## src/rtl/adj_fm_wm_result_buffer.sv

```systemverilog
// Result store for the final ADJ x FM x WM product: rows are filled sequentially and read back at random.
// Optional build macro ADJ_FM_WM_RELU_EN rectifies each element before it is stored.
module adj_fm_wm_result_buffer #(
  parameter  int DOT_PROD_COLS      = 3,
  parameter  int ADJ_DOT_PROD_WIDTH = 16,
  parameter  int NUM_ROWS           = 6,
  localparam int ADDR_W             = $clog2(NUM_ROWS)
) (
  input  logic                          clk,
  input  logic                          reset,
  input  logic                          clear,
  input  logic                          wr_valid,
  output logic                          wr_ready,
  input  logic [ADJ_DOT_PROD_WIDTH-1:0] wr_data [DOT_PROD_COLS],
  input  logic                          rd_en,
  input  logic [ADDR_W-1:0]             rd_addr,
  output logic [ADJ_DOT_PROD_WIDTH-1:0] rd_data [DOT_PROD_COLS],
  output logic                          rd_valid,
  output logic [ADDR_W:0]               row_count,
  output logic                          done
);

  localparam logic [ADDR_W-1:0] LAST_PTR   = ADDR_W'(NUM_ROWS - 1);
  localparam logic [ADDR_W:0]   NUM_ROWS_W = (ADDR_W + 1)'(NUM_ROWS);

  typedef enum logic {
    S_FILL = 1'b0,
    S_DONE = 1'b1
  } state_e;

  state_e                          state_q, state_d;
  logic [ADDR_W-1:0]               wr_ptr_q, wr_ptr_d;
  logic [ADDR_W:0]                 row_count_q, row_count_d;
  logic                            wr_en;

  logic signed [ADJ_DOT_PROD_WIDTH-1:0] mem_q     [NUM_ROWS][DOT_PROD_COLS];
  logic signed [ADJ_DOT_PROD_WIDTH-1:0] wr_row    [DOT_PROD_COLS];
  logic signed [ADJ_DOT_PROD_WIDTH-1:0] rd_data_q [DOT_PROD_COLS];
  logic                                 rd_valid_q;
  logic                                 rd_in_range;

`ifdef ADJ_FM_WM_RELU_EN
  function automatic logic signed [ADJ_DOT_PROD_WIDTH-1:0] relu(
    input logic signed [ADJ_DOT_PROD_WIDTH-1:0] elem
  );
    return elem[ADJ_DOT_PROD_WIDTH-1] ? '0 : elem;
  endfunction

  always_comb begin
    for (int k = 0; k < DOT_PROD_COLS; k++) begin
      wr_row[k] = relu(wr_data[k]);
    end
  end
`else
  always_comb begin
    for (int k = 0; k < DOT_PROD_COLS; k++) begin
      wr_row[k] = wr_data[k];
    end
  end
`endif

  // Fill control: clear overrides any handshake in the same cycle
  always_comb begin
    state_d     = state_q;
    wr_ptr_d    = wr_ptr_q;
    row_count_d = row_count_q;
    wr_ready    = 1'b0;
    wr_en       = 1'b0;
    case (state_q)
      S_FILL: begin
        wr_ready = 1'b1;
        if (wr_valid && !clear) begin
          wr_en       = 1'b1;
          row_count_d = row_count_q + (ADDR_W + 1)'(1);
          if (wr_ptr_q == LAST_PTR) begin
            state_d = S_DONE;
          end else begin
            wr_ptr_d = wr_ptr_q + ADDR_W'(1);
          end
        end
      end
      S_DONE: begin
        wr_ready = 1'b0;
      end
      default: begin
        state_d = S_FILL;
      end
    endcase
    if (clear) begin
      state_d     = S_FILL;
      wr_ptr_d    = '0;
      row_count_d = '0;
    end
  end

  always_ff @(posedge clk) begin
    if (reset) begin
      state_q     <= S_FILL;
      wr_ptr_q    <= '0;
      row_count_q <= '0;
    end else begin
      state_q     <= state_d;
      wr_ptr_q    <= wr_ptr_d;
      row_count_q <= row_count_d;
    end
  end

  always_ff @(posedge clk) begin
    if (reset) begin
      for (int r = 0; r < NUM_ROWS; r++) begin
        for (int k = 0; k < DOT_PROD_COLS; k++) begin
          mem_q[r][k] <= '0;
        end
      end
    end else if (wr_en) begin
      for (int k = 0; k < DOT_PROD_COLS; k++) begin
        mem_q[wr_ptr_q][k] <= wr_row[k];
      end
    end
  end

  // Read stage: samples the pre-write contents, so a same-address write is seen only on a later read
  assign rd_in_range = ({1'b0, rd_addr} < NUM_ROWS_W);

  always_ff @(posedge clk) begin
    if (reset) begin
      rd_valid_q <= 1'b0;
      for (int k = 0; k < DOT_PROD_COLS; k++) begin
        rd_data_q[k] <= '0;
      end
    end else if (rd_en) begin
      rd_valid_q <= 1'b1;
      for (int k = 0; k < DOT_PROD_COLS; k++) begin
        rd_data_q[k] <= rd_in_range ? mem_q[rd_addr][k] : '0;
      end
    end else begin
      rd_valid_q <= 1'b0;
    end
  end

  always_comb begin
    for (int k = 0; k < DOT_PROD_COLS; k++) begin
      rd_data[k] = rd_data_q[k];
    end
  end

  assign rd_valid  = rd_valid_q;
  assign row_count = row_count_q;
  assign done      = (state_q == S_DONE);

endmodule
```

## config.mk

```make
export PLATFORM = sky130hd
export DESIGN_NAME = adj_fm_wm_result_buffer
export DESIGN_NICKNAME = d
export VERILOG_FILES = /design/src/rtl/adj_fm_wm_result_buffer.sv
export SDC_FILE = /design/constraint.sdc
export NUM_CORES = 1
export LEC_CHECK = 0
export BUFFER_PORTS_ARGS = -buffer_cell sky130_fd_sc_hd__buf_2
export CELL_PAD_IN_SITES_DETAIL_PLACEMENT = 0
export CELL_PAD_IN_SITES_GLOBAL_PLACEMENT = 1
export CORE_ASPECT_RATIO = 1.1
export CORE_MARGIN = 2
export CORE_UTILIZATION = 31
export DETAILED_ROUTE_END_ITERATION = 10
export PLACE_DENSITY = 0.54
export SYNTH_ARGS = -nofsm -noshare
export SYNTH_HDL_FRONTEND = slang
export SYNTH_SLANG_ARGS = --single-unit
```

## constraint.sdc

```tcl
create_clock -name clk -period 9.3 [get_ports clk]
set_clock_uncertainty 0.1 [all_clocks]
set_input_delay 0.465 -clock clk [delete_from_list [all_inputs] [get_ports clk]]
set_output_delay 0.465 -clock clk [all_outputs]
set_load 0.01 [all_outputs]
```

==> impl_metrics.env <==
export IMPL_outcome="complete, no violations"
export IMPL_syn_area_per_cell_um2=18.38
export IMPL_fmax_mhz=291.8
export IMPL_die_area_mm2=0.06089
export IMPL_wl_um=43930
export IMPL_syn_inst=994
export IMPL_diodes=0
export IMPL_relSlewSlack_pct=32.90
export IMPL_initial_core_util_pct=31.27
export IMPL_clk_path_buf_depth=3
export IMPL_ant_nets=0
export IMPL_syn_nets=1053
export IMPL_hold_path_class="primary input to flip-flop"
export IMPL_postPlaceCellArea_mm2=0.01959
export IMPL_clock_root_buffer="clkbuf_16"
export IMPL_cts_tree="done"
export IMPL_routedWlPerCell_um=23.11
export IMPL_finalPower_mw=4.340
export IMPL_worst_path_max_delay_cell="or2_4"
export IMPL_final_common_cell="edfxtp_1"
export IMPL_finalHoldWorstSlack_ns=0.03614
export IMPL_fin_nets=1161
export IMPL_coreArea_mm2=0.05841
export IMPL_avgViaCountPerCell=4.701
export IMPL_die_h_um=258.6
export IMPL_pre_cts_slack_ns=5.508
export IMPL_rsz0062_at_grt="false"
export IMPL_cp_slowest_stage_delay_ns=0.89
export IMPL_hold_viol=0
export IMPL_setup_tns_ns=0
export IMPL_dp_hpwl_um=21260
export IMPL_gr_usage_all_layers_pct=14.63
export IMPL_fin_util_pct=36.13
export IMPL_setup_worst_path_start_class="flip-flop"
export IMPL_cap_violations=0
export IMPL_reg2reg_depth=4
export IMPL_cts_made_buffers=49
export IMPL_ys_seq_area_share_pct=72.00
export IMPL_fin_ws_ns=5.872
export IMPL_ios=111
export IMPL_clock_sinks=441
export IMPL_ys_types=32
export IMPL_grt_pass1_vias=9701
export IMPL_path_cells="or4b_1 > nor3_4 > buf_4 > or2_4"
export IMPL_period_minus_slack_ns=3.428
export IMPL_ys_flop_type="edfxtp_1"
export IMPL_cts_resized=0
export IMPL_std_cell_rows=93
export IMPL_min_path_cells=1
export IMPL_finalMaxSlewViolations=0
export IMPL_cts_hold_buf=0
export IMPL_die_x_um=235.5
export IMPL_grt_first_pass_wirelength_um=65130
export IMPL_final_cell_mix="edfxtp_1 (432), and2_1 (289), buf_2 (108)"
export IMPL_finalSetupViolCount=0
export IMPL_first_pass_iters=5
export IMPL_multiInputGateArea_mm2=0.004820
export IMPL_htreeDepth=2
export IMPL_ys_warnings_count=0
export IMPL_fillers=5439
export IMPL_synthesis_area_mm2=0.01827
export IMPL_postLayoutCellArea_mm2=0.02110
export IMPL_period_share_pct=36.86
export IMPL_io_buffers=110
export IMPL_cts_setup_buffers=0
export IMPL_synth_seq_cells=441
export IMPL_powerDensity_mw_per_mm2=205.6
export IMPL_gr_total_overflow=0
export IMPL_clk_pin_slew_ns=0.06
export IMPL_crit_arrival_ns=3.52
export IMPL_crit_type="flip-flop to flip-flop"
export IMPL_route_detailed_drc=0
export IMPL_first_iter_violations=668
export IMPL_seq_area_mm2=0.01315
export IMPL_end_kind="flip-flop"
export IMPL_placed_cells=1811
export IMPL_critical_path_required_ns=9.39
export IMPL_instances_no_fill=1901
export IMPL_r2r_slack_ns=5.87
export IMPL_drive_gt1_share_pct=26.03
export IMPL_antenna_found_initial=8
export IMPL_vias=8936
export IMPL_grt_max_degree=54
export IMPL_area_growth_pct=15.53
export IMPL_insertion_delay_ns=0.58
export IMPL_ir_drop_mv=0.1129
export IMPL_gp_congestion=0.6561
export IMPL_synth_edf_count=432
export IMPL_p_leak_nw=7.525
export IMPL_crit_fanout=49
export IMPL_worstMarginPinSlew_ns=1.007
export IMPL_synthArstFlopShare_pct=0
[cells by family (layout without fill, tap and decap cells)]
logic type / after synthesis / in the layout / share of synthesized area (%)
multiplexers: 96 / 96 / 11.84
buffers and inverters: 69 / 216 / 1.952
flip-flops: 441 / 441 / 72.00
AO/OA/AOI/OAI: 59 / 59 / 2.623
XOR/XNOR: 1 / 1 / 0.04795
AND/OR/NAND/NOR: 325 / 325 / 11.34
adder cells (fa/ha/maj): 3 / 3 / 0.2055
[path summary, 6_finish.rpt]
check / end / startpoint
worst max register to register: mem_q[4][39] / done
worst min-delay path: mem_q[6][35] / wr_data[35]
worst max-delay path: mem_q[4][39] / done
worst min register to register: row_count[3] / row_count[3]
[flip-flops by register name, summed over array words and instances (netlist names)]
signal	flops
done	1
mem_q	384
rd_data_q	48
rd_valid	1
row_count	4
wr_ptr_q	3
[cells in the mapped netlist (4+ instances only)]
cell	number	area, um^2
edfxtp_1	432	12970
and2_1	289	1808
mux4_2	96	2162
a22o_1	48	420.4
clkbuf_1	27	101.4
buf_2	12	60.06
clkbuf_2	12	60.06
dfxtp_1	9	180.2
buf_4	8	60.06
or2_2	8	50.05
a21oi_1	7	35.03
buf_6	5	56.30
nand2_1	5	18.77
inv_1	4	15.01
nor3_2	4	40.04
[area by class of cell]
| class | instances | share of cell area (%) |
|---|---|---|
| sequential | 441 | 62.32 |
| multi-input combinational | 484 | 22.84 |
| clock buffer | 65 | 6.296 |
| tap | 760 | 4.506 |
| timing repair buffer | 122 | 3.077 |
| clock inverter | 25 | 0.8893 |
| inverter | 4 | 0.07114 |
[critical path, delay by kind of cell (launching register included)]
family | cells | cell delay, ns
buffers and inverters | 1 | 0.58
flip-flops | 1 | 0.33
AND/OR/NAND/NOR | 3 | 2.00
[metal layers]
metal | up-vias | GRT usage (%) | wire (um)
met5 | - | 0 | 71
met4 | 10 | 3.981 | 800
met3 | 64 | 2.897 | 1895
met2 | 191 | 24.13 | 21380
met1 | 4621 | 19.80 | 19790
li1 | 4050 | - | -
[where the power goes]
| part | switching (mW) | leakage (nW) | internal [mW] |
|---|---|---|---|
| combinational | 0.130 | 2.34 | 0.0852 |
| sequential | 0.0212 | 4.44 | 2.25 |
| clock | 0.774 | 0.737 | 1.08 |
Note: power is estimated with default switching activity, not from simulation.
